<file path="src/rtl/debug_state_seq.sv">
// Capture-block debug sequencer: disarm, arm, poll for done, dump every entry
// to a ready/valid sink, then disarm again. One bus access outstanding at a time.
module debug_state_seq #(
   parameter int NUM_ENTRIES   = 255,
   parameter int POLL_INTERVAL = 16
) (
   input  logic        av_clk,
   input  logic        av_rst,
   input  logic        start,
   input  logic        abort,
   input  logic        force_trig,
   input  logic [7:0]  mode,
   output logic        busy,
   output logic        run_done,
   output logic [9:0]  m_address,
   output logic        m_write,
   output logic        m_read,
   output logic [31:0] m_writedata,
   input  logic [31:0] m_readdata,
   input  logic        m_readdatavalid,
   output logic [31:0] dump_data,
   output logic        dump_valid,
   input  logic        dump_ready,
   output logic        dump_last
);

   localparam logic [3:0] S_IDLE     = 4'd0;
   localparam logic [3:0] S_DISARM   = 4'd1;
   localparam logic [3:0] S_ARM      = 4'd2;
   localparam logic [3:0] S_WAIT     = 4'd3;
   localparam logic [3:0] S_POLL     = 4'd4;
   localparam logic [3:0] S_POLL_RSP = 4'd5;
   localparam logic [3:0] S_RD       = 4'd6;
   localparam logic [3:0] S_RD_RSP   = 4'd7;
   localparam logic [3:0] S_PUSH     = 4'd8;
   localparam logic [3:0] S_FINISH   = 4'd9;

   localparam logic [7:0]  LAST_ENTRY = 8'(NUM_ENTRIES);
   localparam logic [15:0] WAIT_LAST  = 16'(POLL_INTERVAL - 1);

   logic [3:0]  state_q, state_d;
   logic [15:0] cnt_q, cnt_d;
   logic [7:0]  entry_q, entry_d;
   logic [1:0]  word_q, word_d;
   logic [7:0]  mode_q, mode_d;
   logic        force_q, force_d;
   logic        abort_pend_q, abort_pend_d;
   logic [31:0] dump_data_q, dump_data_d;
   logic        last_word;

   assign last_word = (entry_q == LAST_ENTRY) && (word_q == 2'd3);

   always_comb begin
      state_d      = state_q;
      cnt_d        = cnt_q;
      entry_d      = entry_q;
      word_d       = word_q;
      mode_d       = mode_q;
      force_d      = force_q;
      abort_pend_d = abort_pend_q;
      dump_data_d  = dump_data_q;
      case (state_q)
         S_IDLE: begin
            if (start) begin
               mode_d  = mode;
               force_d = force_trig;
               state_d = S_DISARM;
            end
         end
         S_DISARM: begin
            cnt_d   = 16'd0;
            state_d = S_ARM;
         end
         // ARM spends one quiet cycle first so the two writes are never back to back
         S_ARM: begin
            if (cnt_q[0]) begin
               cnt_d   = 16'd0;
               state_d = S_WAIT;
            end else begin
               cnt_d = 16'd1;
            end
         end
         S_WAIT: begin
            if (abort) begin
               state_d = S_FINISH;
            end else if (cnt_q == WAIT_LAST) begin
               cnt_d   = 16'd0;
               state_d = S_POLL;
            end else begin
               cnt_d = cnt_q + 16'd1;
            end
         end
         S_POLL: begin
            abort_pend_d = abort;
            state_d      = S_POLL_RSP;
         end
         // An abort seen while the poll is in flight waits for its response
         S_POLL_RSP: begin
            if (abort) abort_pend_d = 1'b1;
            if (m_readdatavalid) begin
               abort_pend_d = 1'b0;
               if (abort_pend_q || abort) begin
                  state_d = S_FINISH;
               end else if (m_readdata[2]) begin
                  entry_d = 8'd1;
                  word_d  = 2'd0;
                  state_d = S_RD;
               end else begin
                  cnt_d   = 16'd0;
                  state_d = S_WAIT;
               end
            end
         end
         S_RD: begin
            state_d = S_RD_RSP;
         end
         S_RD_RSP: begin
            if (m_readdatavalid) begin
               dump_data_d = m_readdata;
               state_d     = S_PUSH;
            end
         end
         S_PUSH: begin
            if (dump_ready) begin
               if (last_word) begin
                  state_d = S_FINISH;
               end else begin
                  word_d = word_q + 2'd1;
                  if (word_q == 2'd3) entry_d = entry_q + 8'd1;
                  state_d = S_RD;
               end
            end
         end
         S_FINISH: begin
            state_d = S_IDLE;
         end
         default: begin
            state_d = S_IDLE;
         end
      endcase
   end

   always_ff @(posedge av_clk) begin
      if (av_rst) begin
         state_q      <= S_IDLE;
         cnt_q        <= 16'd0;
         entry_q      <= 8'd0;
         word_q       <= 2'd0;
         mode_q       <= 8'd0;
         force_q      <= 1'b0;
         abort_pend_q <= 1'b0;
         dump_data_q  <= 32'd0;
      end else begin
         state_q      <= state_d;
         cnt_q        <= cnt_d;
         entry_q      <= entry_d;
         word_q       <= word_d;
         mode_q       <= mode_d;
         force_q      <= force_d;
         abort_pend_q <= abort_pend_d;
         dump_data_q  <= dump_data_d;
      end
   end

   always_comb begin
      busy        = (state_q != S_IDLE);
      run_done    = (state_q == S_FINISH);
      m_address   = 10'd0;
      m_write     = 1'b0;
      m_read      = 1'b0;
      m_writedata = 32'd0;
      dump_valid  = 1'b0;
      dump_last   = 1'b0;
      case (state_q)
         S_DISARM: m_write = 1'b1;
         S_ARM: begin
            m_write     = cnt_q[0];
            m_writedata = cnt_q[0] ? {16'd0, mode_q, 6'd0, force_q, 1'b1} : 32'd0;
         end
         S_POLL: m_read = 1'b1;
         S_RD: begin
            m_read    = 1'b1;
            m_address = {entry_q, word_q};
         end
         S_PUSH: begin
            dump_valid = 1'b1;
            dump_last  = last_word;
         end
         S_FINISH: begin
            m_write     = 1'b1;
            m_writedata = {16'd0, mode_q, 8'd0};
         end
         default: ;
      endcase
   end

   assign dump_data = dump_data_q;

endmodule

</file>
<file path="config.mk">
export PLATFORM = sky130hd
export DESIGN_NAME = debug_state_seq
export DESIGN_NICKNAME = d
export VERILOG_FILES = /design/src/rtl/debug_state_seq.sv
export SDC_FILE = /design/constraint.sdc
export NUM_CORES = 1
export LEC_CHECK = 0
export ABC_AREA = 1
export CAP_MARGIN = 30
export CORE_MARGIN = 3
export CORE_UTILIZATION = 42
export CTS_BUF_LIST = sky130_fd_sc_hd__clkbuf_16
export CTS_CLUSTER_DIAMETER = 30
export CTS_CLUSTER_SIZE = 10
export DETAILED_ROUTE_END_ITERATION = 6
export GPL_ROUTABILITY_DRIVEN = 1
export PLACE_DENSITY = 0.73
export SLEW_MARGIN = 20
export SYNTH_ARGS = -nofsm -noshare
export SYNTH_HDL_FRONTEND = slang
export SYNTH_SLANG_ARGS = --single-unit
</file>
<file path="constraint.sdc">
create_clock -name av_clk -period 1.6 [get_ports av_clk]
set_clock_uncertainty 0.2 [all_clocks]
set_input_delay 0.24 -clock av_clk [delete_from_list [all_inputs] [get_ports av_clk]]
set_output_delay 0.24 -clock av_clk [all_outputs]
set_load 0.05 [all_outputs]
</file>
==> flow_summary.ini <==
[drt]
wl_per_cell_um = 21.13
num_vias = 5343
drt_iter0_drc = 527
avgViaCountPerCell = 5.833
ant_nets = 0
wl_um = 19350
drt-pass1-iter-count = 5
drc = 0

[sta]
rsz0062_at_grt = yes
final-hold-violation-count = 0
worst_slew_pin_slew_ns = 0.5150
max_freq_mhz = 466.9
finalCritPeriodShare_pct = 133.9
maxSlewViolCount = 0
worst_hold_slack_ns = 0.2761
fin_crit_ns = 2.142
relSlewSlack_pct = 65.66
setup-violations-final = 75
setup_ws_ns = -0.5418

[setup_path]
crit_slowest_cell = dfxtp_4
rr_startpoint = state_q[3]$_SDFFE_PP0P_
crit_path_start = state_q[1]$_SDFFE_PP0P_
critPathMaxStageDelay_ns = 0.36
path_buf_inv = 5
end_kind = output port
criticalPathCategory = register to output port
path_cells = inv_4, buf_4, nand2_4, nor2_4, nand4_1, buf_6, clkinvlp_4, buf_12
arrival_ns = 1.70
cp_data_required_time_ns = 1.16
crit_family = buffers and inverters
cp-start-kind = register
cp_max_fo = 3

[yosys]
synth_most_common_cell = nand2_1
synthCells = 587
synth_top_area_share_pct = 37.35
synth_area_leader_cell = dfxtp_1
synth.distinct_cells = 30
ys.flop_type = dfxtp_1
synth_seq_cells = 72
ys_async_sr_fraction_pct = 0
synth_area_mm2 = 0.003859
yosys_warnings = 0
yosysSeqAreaShare_pct = 37.35
synthTopCellsByArea = dfxtp_1, nand2_1, nand3_1
syn_avg_cell_area_um2 = 6.574
synthTopCellsByCount = nand2_1, nand3_1, dfxtp_1
synth_edf_count = 0

[placed_design]
place_congestion = 0.9493
dpl.cell_count = 858
dp_hpwl_um = 9094
post_dp_cell_area_mm2 = 0.006216
io_buffers = 104

[outcome]
status = complete, but fails checks
violations = negative setup slack

[worst_hold_path]
hp-start = m_readdata[21]
worst_hold_path_type = input port to register

[pwr]
powerDensity_mw_per_mm2 = 1214
power_leakage_nw = 3.103
ir_worst_vdd_mv = 0.8370

[floorplan]
initial_utilization_pct = 43.82
ios = 127
die_area_mm2 = 0.01037
core-area_mm2 = 0.008806
dieHeight_um = 101.9
rows = 34
die_w_um = 101.9

[global_route]
antenna_found_initial = 0
grt_overflow = 0
grt_first_pass_wirelength_um = 23680
grt_pass1_vias = 4893
grt_max_degree = 35
gr-usage-all-layers_pct = 28.55

[clock_network]
cts_tree = yes
cts.sinks = 72
clkSlewWorstSetupHoldPaths_ns = 0.06
clockBufferDepth = 2
clkLatencyLatePin_ns = 0.34
cts-root-buf = clkbuf_16
cts_inserted_buffers = 9
ctsHtreeMaxLevel = 3

[finish]
final_nets = 854
stdcell_area_mm2 = 0.007792
n_fill_cell = 357
diodes = 0
syn_to_final_growth_pct = 101.9
stdcell_count = 916
layout-drive-gt1-share_pct = 45.54

[run]
cap_viol_max_count = 0
[per-stage QoR]
stage | utilization [%] | power, mW | setup TNS (ns) | worst slack (ns)
2_1_floorplan | - | 3.833 | -6.312 | -0.2654
3_3_place_gp | 70.59 | 4.952 | -19.36 | -0.3372
3_5_place_dp | 70.59 | 5.015 | -22.08 | -0.3951
4_1_cts | 79.82 | 7.825 | -14.00 | -0.4158
5_1_grt | 88.49 | 9.675 | -25.76 | -0.5344
6_report | 88.49 | 9.458 | -22.79 | -0.5418
[cell families (layout without fill, tap and decap cells)]
family / Yosys count / after routing / synth area share [%]
adders and majority gates: 3 / 3 / 0.9729
xor gates and xnor gates: 7 / 7 / 1.589
DFF: 72 / 72 / 37.35
AOI/OAI and AO/OA: 80 / 80 / 10.44
other: 1 / 22 / 0.09718
and+or+nand+nor: 321 / 321 / 36.77
buffers and inverters: 103 / 303 / 12.78
[where the power goes]
part	internal [mW]	switching, mW	leakage (nW)
registers	1.97	0.169	0.588
logic	2.50	2.96	2.39
clock network	1.03	0.829	0.125
total	5.50	3.96	3.10
[flip-flops by register name, summed over array words and instances (netlist names)]
signal        flops
dump_data        32
cnt_q            16
entry_q           8
mode_q            8
state_q           4
word_q            2
abort_pend_q      1
force_q           1
[final timing paths]
check,slack (ns),depth (start not counted),end
setup / recovery,-0.54,8,dump_last
hold / removal,0.28,3,dump_data[21]$_SDFFE_PP0P_
setup reg to reg,-0.48,13,cnt_q[15]$_SDFFE_PP0P_
hold reg to reg,0.30,2,dump_data[3]$_SDFFE_PP0P_
[layout by cell type, fill, tap and decap left out, types with 2 or more instances in the layout]
master / netlist / layout
nor3_1: 6 / 4
nand2_1: 138 / 96
buf_4: 22 / 74
nand4_1: 8 / 8
nand2_4: 1 / 17
dfxtp_4: 0 / 4
clkinvlp_4: 0 / 3
nor2_4: 4 / 35
buf_12: 0 / 63
clkinv_2: 0 / 2
dfxtp_1: 72 / 62
nor3_4: 0 / 2
a21oi_2: 0 / 25
dfxtp_2: 0 / 6
buf_8: 0 / 4
o21ai_2: 0 / 8
ha_4: 0 / 2
nand3_2: 2 / 14
xor2_1: 6 / 6
a21oi_1: 63 / 38
o21ai_1: 1 / 2
inv_4: 0 / 4
nand2_8: 0 / 2
nor2_1: 71 / 36
buf_6: 2 / 35
nand3_4: 0 / 7
inv_1: 55 / 50
clkinv_4: 0 / 3
buf_16: 0 / 2
clkbuf_16: 0 / 12
nor2_2: 5 / 9
clkdlybuf4s50_1: 0 / 46
nand3_1: 80 / 61
conb_1: 1 / 22
inv_2: 4 / 4
nand2_2: 3 / 27
o21ai_0: 14 / 4
[area by class of cell]
class | count | area, um^2 | area share, %
Clock buffer | 9 | 225.2 | 2.890
Inverter | 60 | 244.0 | 3.131
Timing Repair Buffer | 227 | 2861 | 36.72
Multi-Input combinational cell | 433 | 2816 | 36.14
Sequential cell | 72 | 1464 | 18.79
Clock inverter | 6 | 37.54 | 0.4817
Tap cell | 108 | 135.1 | 1.734
Timing Repair inverter | 1 | 8.758 | 0.1124
[worst reg2reg max path, delay by kind of cell (launching register included)]
kind,cells,cell delay [ns]
flops,1,0.38
buf+inv,4,0.51
simple gates,9,0.92
[routing by layer]
layer / track usage (%) / share of wire [%] / wire (um)
met1: 31.04 / 35 / 6720
met2: 51.51 / 50 / 9633
met3: 9.556 / 9.4 / 1814
met4: 10.60 / 6.1 / 1183
met5: 0 / 0 / 0
[what timing repair did]
item / CTS / global route
hold buffers: 0 / 0
endpoints found under the setup margin: 88 / 98
cloned: 4 / 6
resized for setup: 94 / 148
buffers inserted: 17 / 22
pin swaps: 27 / 48
No activity file was read; power rests on OpenSTA's default activity.
